<file path="src/rtl/stim_pulse_gen.sv">
`default_nettype none
// +--------------------------------------------------------------------------+
// | Module : stim_pulse_gen                                                  |
// | Turns a stimulation decision into a charge-balanced biphasic pulse train |
// | (cathodic, gap, anodic, inter-pulse interval) with abort and optional    |
// | post-train refractory lockout enabled by STIM_REFRACTORY_EN.             |
// | Rev    : 1.0                                                             |
// +--------------------------------------------------------------------------+
module stim_pulse_gen #(
  parameter int PHASE_CYC   = 100,
  parameter int GAP_CYC     = 20,
  parameter int IPI_CYC     = 880,
  parameter int N_PULSES    = 10,
  parameter int REFRACT_CYC = 100000,
  parameter int AMP_WIDTH   = 8,
  parameter int CNT_WIDTH   = 20
) (
  input  logic                 clk,
  input  logic                 rst,
  input  logic                 stim_req,
  input  logic                 stim_abort,
  input  logic [AMP_WIDTH-1:0] amp_in,
  output logic                 stim_cath,
  output logic                 stim_anod,
  output logic [AMP_WIDTH-1:0] stim_amp,
  output logic                 busy,
  output logic                 train_done,
  output logic                 aborted
);

  localparam int c_pulse_w = (N_PULSES > 1) ? $clog2(N_PULSES) : 1;

  localparam logic [CNT_WIDTH-1:0] c_phase_last = CNT_WIDTH'(PHASE_CYC - 1);
  localparam logic [CNT_WIDTH-1:0] c_gap_last   = CNT_WIDTH'((GAP_CYC > 0) ? GAP_CYC - 1 : 0);
  localparam logic [CNT_WIDTH-1:0] c_ipi_last   = CNT_WIDTH'(IPI_CYC - 1);
  localparam logic [CNT_WIDTH-1:0] c_refr_last  = CNT_WIDTH'(REFRACT_CYC - 1);
  localparam logic [c_pulse_w-1:0] c_pulse_last = c_pulse_w'(N_PULSES - 1);

  typedef enum logic [2:0] {
    S_IDLE = 3'd0,
    S_CATH = 3'd1,
    S_GAP  = 3'd2,
    S_ANOD = 3'd3,
    S_IPI  = 3'd4,
    S_REFR = 3'd5
  } state_t;

`ifdef STIM_REFRACTORY_EN
  localparam state_t c_end_state = S_REFR;
`else
  localparam state_t c_end_state = S_IDLE;
`endif

  state_t                 r_state;
  logic [CNT_WIDTH-1:0]   r_cnt;
  logic [c_pulse_w-1:0]   r_pulse;
  logic                   r_req_d;
  logic                   r_trig_pend;
  logic                   r_abort_pend;
  logic [AMP_WIDTH-1:0]   r_amp;
  logic                   r_cath;
  logic                   r_anod;
  logic [AMP_WIDTH-1:0]   r_amp_out;
  logic                   r_busy;
  logic                   r_done;
  logic                   r_abt;

  state_t w_next;
  logic   w_done;
  logic   w_abt;
  logic   w_abort;
  logic   w_trig;
  logic   w_act_cur;
  logic   w_act_next;

  assign w_trig     = (r_state == S_IDLE) & stim_req & ~r_req_d & ~r_trig_pend;
  assign w_abort    = r_abort_pend | stim_abort;
  assign w_act_cur  = r_state inside {S_CATH, S_GAP, S_ANOD, S_IPI};
  assign w_act_next = w_next inside {S_CATH, S_GAP, S_ANOD, S_IPI};

  always_comb begin
    w_next = r_state;
    w_done = 1'b0;
    w_abt  = 1'b0;
    case (r_state)
      S_IDLE: if (r_trig_pend) w_next = S_CATH;
      S_CATH: if (r_cnt == c_phase_last) w_next = (GAP_CYC == 0) ? S_ANOD : S_GAP;
      S_GAP:  if (r_cnt == c_gap_last) w_next = S_ANOD;
      S_ANOD: begin
        // Completion of the final pulse takes precedence over a pending abort.
        if (r_cnt == c_phase_last) begin
          if (r_pulse == c_pulse_last) begin
            w_done = 1'b1;
            w_next = c_end_state;
          end else if (w_abort) begin
            w_abt  = 1'b1;
            w_next = c_end_state;
          end else begin
            w_next = S_IPI;
          end
        end
      end
      S_IPI: begin
        if (w_abort) begin
          w_abt  = 1'b1;
          w_next = c_end_state;
        end else if (r_cnt == c_ipi_last) begin
          w_next = S_CATH;
        end
      end
      S_REFR:  if (r_cnt == c_refr_last) w_next = S_IDLE;
      default: w_next = S_IDLE;
    endcase
  end

  always_ff @(posedge clk) begin
    if (rst) begin
      r_state      <= S_IDLE;
      r_cnt        <= '0;
      r_pulse      <= '0;
      r_req_d      <= 1'b0;
      r_trig_pend  <= 1'b0;
      r_abort_pend <= 1'b0;
      r_amp        <= '0;
      r_cath       <= 1'b0;
      r_anod       <= 1'b0;
      r_amp_out    <= '0;
      r_busy       <= 1'b0;
      r_done       <= 1'b0;
      r_abt        <= 1'b0;
    end else begin
      r_state      <= w_next;
      r_req_d      <= stim_req;
      r_trig_pend  <= w_trig;
      r_abort_pend <= w_act_cur & w_act_next & w_abort;

      if (w_trig) begin
        r_amp   <= amp_in;
        r_pulse <= '0;
      end else if (r_state == S_ANOD && w_next != S_ANOD) begin
        r_pulse <= r_pulse + c_pulse_w'(1);
      end

      if (w_trig || r_state == S_IDLE || w_next != r_state) r_cnt <= '0;
      else                                                  r_cnt <= r_cnt + 1'b1;

      // Outputs are decoded from the next state so they change with it.
      r_cath    <= (w_next == S_CATH);
      r_anod    <= (w_next == S_ANOD);
      r_amp_out <= (w_next == S_CATH || w_next == S_ANOD) ? r_amp : '0;
      r_busy    <= (w_next != S_IDLE);
      r_done    <= w_done;
      r_abt     <= w_abt;
    end
  end

  assign stim_cath  = r_cath;
  assign stim_anod  = r_anod;
  assign stim_amp   = r_amp_out;
  assign busy       = r_busy;
  assign train_done = r_done;
  assign aborted    = r_abt;

endmodule
`default_nettype wire

</file>
<file path="config.mk">
export PLATFORM = sky130hd
export DESIGN_NAME = stim_pulse_gen
export DESIGN_NICKNAME = d
export VERILOG_FILES = /design/src/rtl/stim_pulse_gen.sv
export SDC_FILE = /design/constraint.sdc
export NUM_CORES = 1
export LEC_CHECK = 0
export BUFFER_PORTS_ARGS = -buffer_cell sky130_fd_sc_hd__buf_2
export CAP_MARGIN = 40
export CORE_UTILIZATION = 45
export DETAILED_ROUTE_END_ITERATION = 10
export SKIP_LAST_GASP = 1
export SYNTH_ARGS = -nofsm -noshare
export SYNTH_HDL_FRONTEND = slang
export SYNTH_SLANG_ARGS = --single-unit
</file>
<file path="constraint.sdc">
create_clock -name clk -period 2.5 [get_ports clk]
set_input_delay 0.25 -clock clk [delete_from_list [all_inputs] [get_ports clk]]
set_output_delay 0.25 -clock clk [all_outputs]
set_load 0.005 [all_outputs]
</file>
==> flow_summary_export.csv <==
group,metric,value,unit
critical_path,r2r_slack,0.21,ns
cells_and_area,area_delta_synth_final,14.50,%
timing,setup_viol,0,
global_routing,overflow,0,
hold_path,hp-class,"in2reg",
clock_network,clock_sinks,51,
cells_and_area,final_nets,298,
logic_synthesis,syn-num-nets,268,
clock_network,cts_setup_buffers,0,
global_routing,grt_max_degree,22,
status,outcome,"completed",
clock_network,h-tree-depth,2,
global_routing,grt_usage,0.1787,
clock_network,hold_buffers,0,
floorplan,die-area,5371,um^2
placed_design,gp_congestion,0.8238,
pwr,ir_drop,0.2320,mV
cells_and_area,final_cells,351,
clock_network,root_buffer,"clkbuf_8",
critical_path,cp-start-kind,"register",
timing,tns,0,ns
timing,timing.fmax,436.4,MHz
floorplan,die_w,73.29,um
floorplan,initial_core_util,0.4748,
floorplan,io_pins,25,
logic_synthesis,synth_flop_cell,"dfxtp_1",
critical_path,worst_ep_arrival_time,2.49,ns
timing,post-route-period-util,0.9166,
clock_network,cts_max_path_buffers,2,
placed_design,io_buffers,24,
clock_network,cts_buffers,5,
logic_synthesis,synth_edf_count,0,
clock_network,cts.clk_slew.worst_paths,0.10,ns
logic_synthesis,synth_top_area_share,0.4464,
logic_synthesis,synthCells,253,
drt,drtIter0Drc,178,
global_routing,antenna_found_initial,0,
timing,slew_headroom,0.6012,
global_routing,top_usage_layer,"met2",
drt,routed_via_density,5.105,
cells_and_area,layout-drive-gt1-share,0.1972,
logic_synthesis,ys_ff_latch,51,
timing,rsz0062_at_grt,"no",
floorplan,num_rows,25,
logic_synthesis,synth_area_per_cell,9.040,um^2
logic_synthesis,yosys-top-cells-area,"dfxtp_1 (45%), nor2_1 (7.4%), xor2_1 (4.6%)",
clock_network,cts_tree,"done",
global_routing,grt_use_met2,0.2767,
logic_synthesis,synth_warnings,0,
critical_path,critPathRequiredTime,2.70,ns
global_routing,use_met3,0.03704,
cells_and_area,diodes,0,
logic_synthesis,synth.cell_area,2287,um^2
global_routing,grt_pass1_vias,1616,
pwr,leakage,0.0009950,uW
global_routing,use_met1,0.2468,
timing,drv_slew,0,
drt,wirelength,4.492,mm
placed_design,dp_cells,343,
floorplan,core,4817,um^2
drt,drc_errors,0,
timing,finalHoldViolCount,0,
timing,worst_pin_slew,0.5966,ns
pwr,finalPower,1426,uW
critical_path,cp_max_fo,20,
flow_run,max_cap_viol_count,0,
floorplan,die_height,73.29,um
drt,num_vias,1792,
global_routing,grt_pass1_wl,7.438,mm
critical_path,critPathKind,"reg2reg",
drt,drt_first_pass_iters,4,
timing,fin_skew,0.009283,ns
drt,detail-route-antenna-nets,0,
placed_design,dp_hpwl,3.254,mm
drt,wl_per_cell,12.80,um
logic_synthesis,ys_seq_area_frac,0.4464,
clock_network,insertion_delay,0.31,ns
logic_synthesis,yosysUniqueCellTypes,46,
timing,min_period,2.292,ns
logic_synthesis,async_flop_share,0,
clock_network,cts_resized,0,
critical_path,cp-end-kind,"register",
logic_synthesis,synth_top_cell_by_area,"dfxtp_1",
pwr,cellPowerDensity,544.5,nW/um^2
-- flip-flops by register name, summed over array words and instances (netlist names), 3 cells and up --
signal / cells
stim_amp: 8
r_pulse: 4
r_amp: 8
r_state: 3
r_cnt: 20
-- where the power goes --
group | internal (uW) | switching [uW]
logic | 37.1 | 46.6
clock network | 208 | 297
registers | 829 | 8.14
total | 1070 | 352
-- cells in the final DEF (no fill, tap or decap), types with 3 or more instances in the layout --
cell and n:
a211oi_1 3, a31oi_1 3, and2_1 12, buf_2 24, buf_4 10, clkbuf_8 5
dfxtp_1 51, ha_1 3, inv_1 5, mux2i_1 8, nand2_1 15, nand2b_1 5
nand3_1 11, nand4_1 7, nor2_1 45, nor2b_1 3, nor3_1 12, o31ai_1 3
xnor2_1 9, xor2_1 12
-- metrics by stage --
step	hold WS, ns	utilization	instance area, um^2	setup WS (ns)
4_1_cts	0.1578	0.5423	2613	0.1016
3_5_place_dp	0.4418	0.5221	2515	0.1377
3_3_place_gp	0.4321	0.5221	2515	0.1816
2_1_floorplan	0.3782	-	2287	0.3799
6_report	0.1653	0.5436	2619	0.2085
5_1_grt	0.1542	0.5436	2619	0.02971
-- per-layer routing --
layer / wire length [um] / vias to the layer above
li1: - / 932
met3: 177 / 7
met5: 0 / -
met4: 61 / 0
met1: 2226 / 807
met2: 2027 / 46
-- layout make-up --
cell class                 instances  area, um^2
fill                             476        2198
multi-input combinational        186        1202
sequential                        51        1021
timing repair buffer              34       195.2
tap                               67       83.83
clock buffer                       5       68.82
clock inverter                     3       28.78
inverter                           5       18.77
-- critical path: stages, from the launching register on --
cell and delay, ns:
dfxtp_1 0.36, or4_4 0.53, or2_1 0.35, nor3_2 0.26, o21ai_2 0.12, o221ai_1 0.20
buf_4 0.28, nor3_1 0.09
-- cells by family (layout without fill, tap and decap cells) --
family,Yosys count,after routing,share of synthesized area
flip-flops,51,51,0.4464
AO/OA/AOI/OAI,20,20,0.06783
XOR/XNOR,21,21,0.08042
multiplexers,8,8,0.03501
buffers and inverters,16,47,0.03064
AND/OR/NAND/NOR,134,134,0.3233
adder cells (fa/ha/maj),3,3,0.01641
-- synth_stat cells, types with 2 or more instances --
master    number
xor2_1        12
dfxtp_1       51
nand3_1       11
nor3_1        12
nor2b_1        3
nor4_2         2
buf_2          2
a31oi_1        3
o31ai_1        3
ha_1           3
clkbuf_1       8
and2_1        12
xnor2_1        9
nand4_1        7
or2_2          2
and3_1         2
nor2_1        45
a211oi_1       3
mux2i_1        8
a21oi_1        2
nand3b_1       2
inv_1          5
or3_1          2
nor3_2         2
nand2b_1       5
nor4b_4        2
nand2_1       15
o211ai_1       2
-- worst paths after layout --
check / from / endpoint / depth (start not counted)
setup / recovery: r_cnt[15]$_SDFF_PP0_ / r_cnt[4]$_SDFF_PP0_ / 7
hold / removal: stim_req / r_req_d$_SDFF_PP0_ / 2
setup reg to reg: r_cnt[15]$_SDFF_PP0_ / r_cnt[4]$_SDFF_PP0_ / 7
hold reg to reg: r_amp[0]$_SDFFE_PP0P_ / stim_amp[0]$_SDFF_PP0_ / 1
Note: power is estimated with default switching activity, not from simulation.
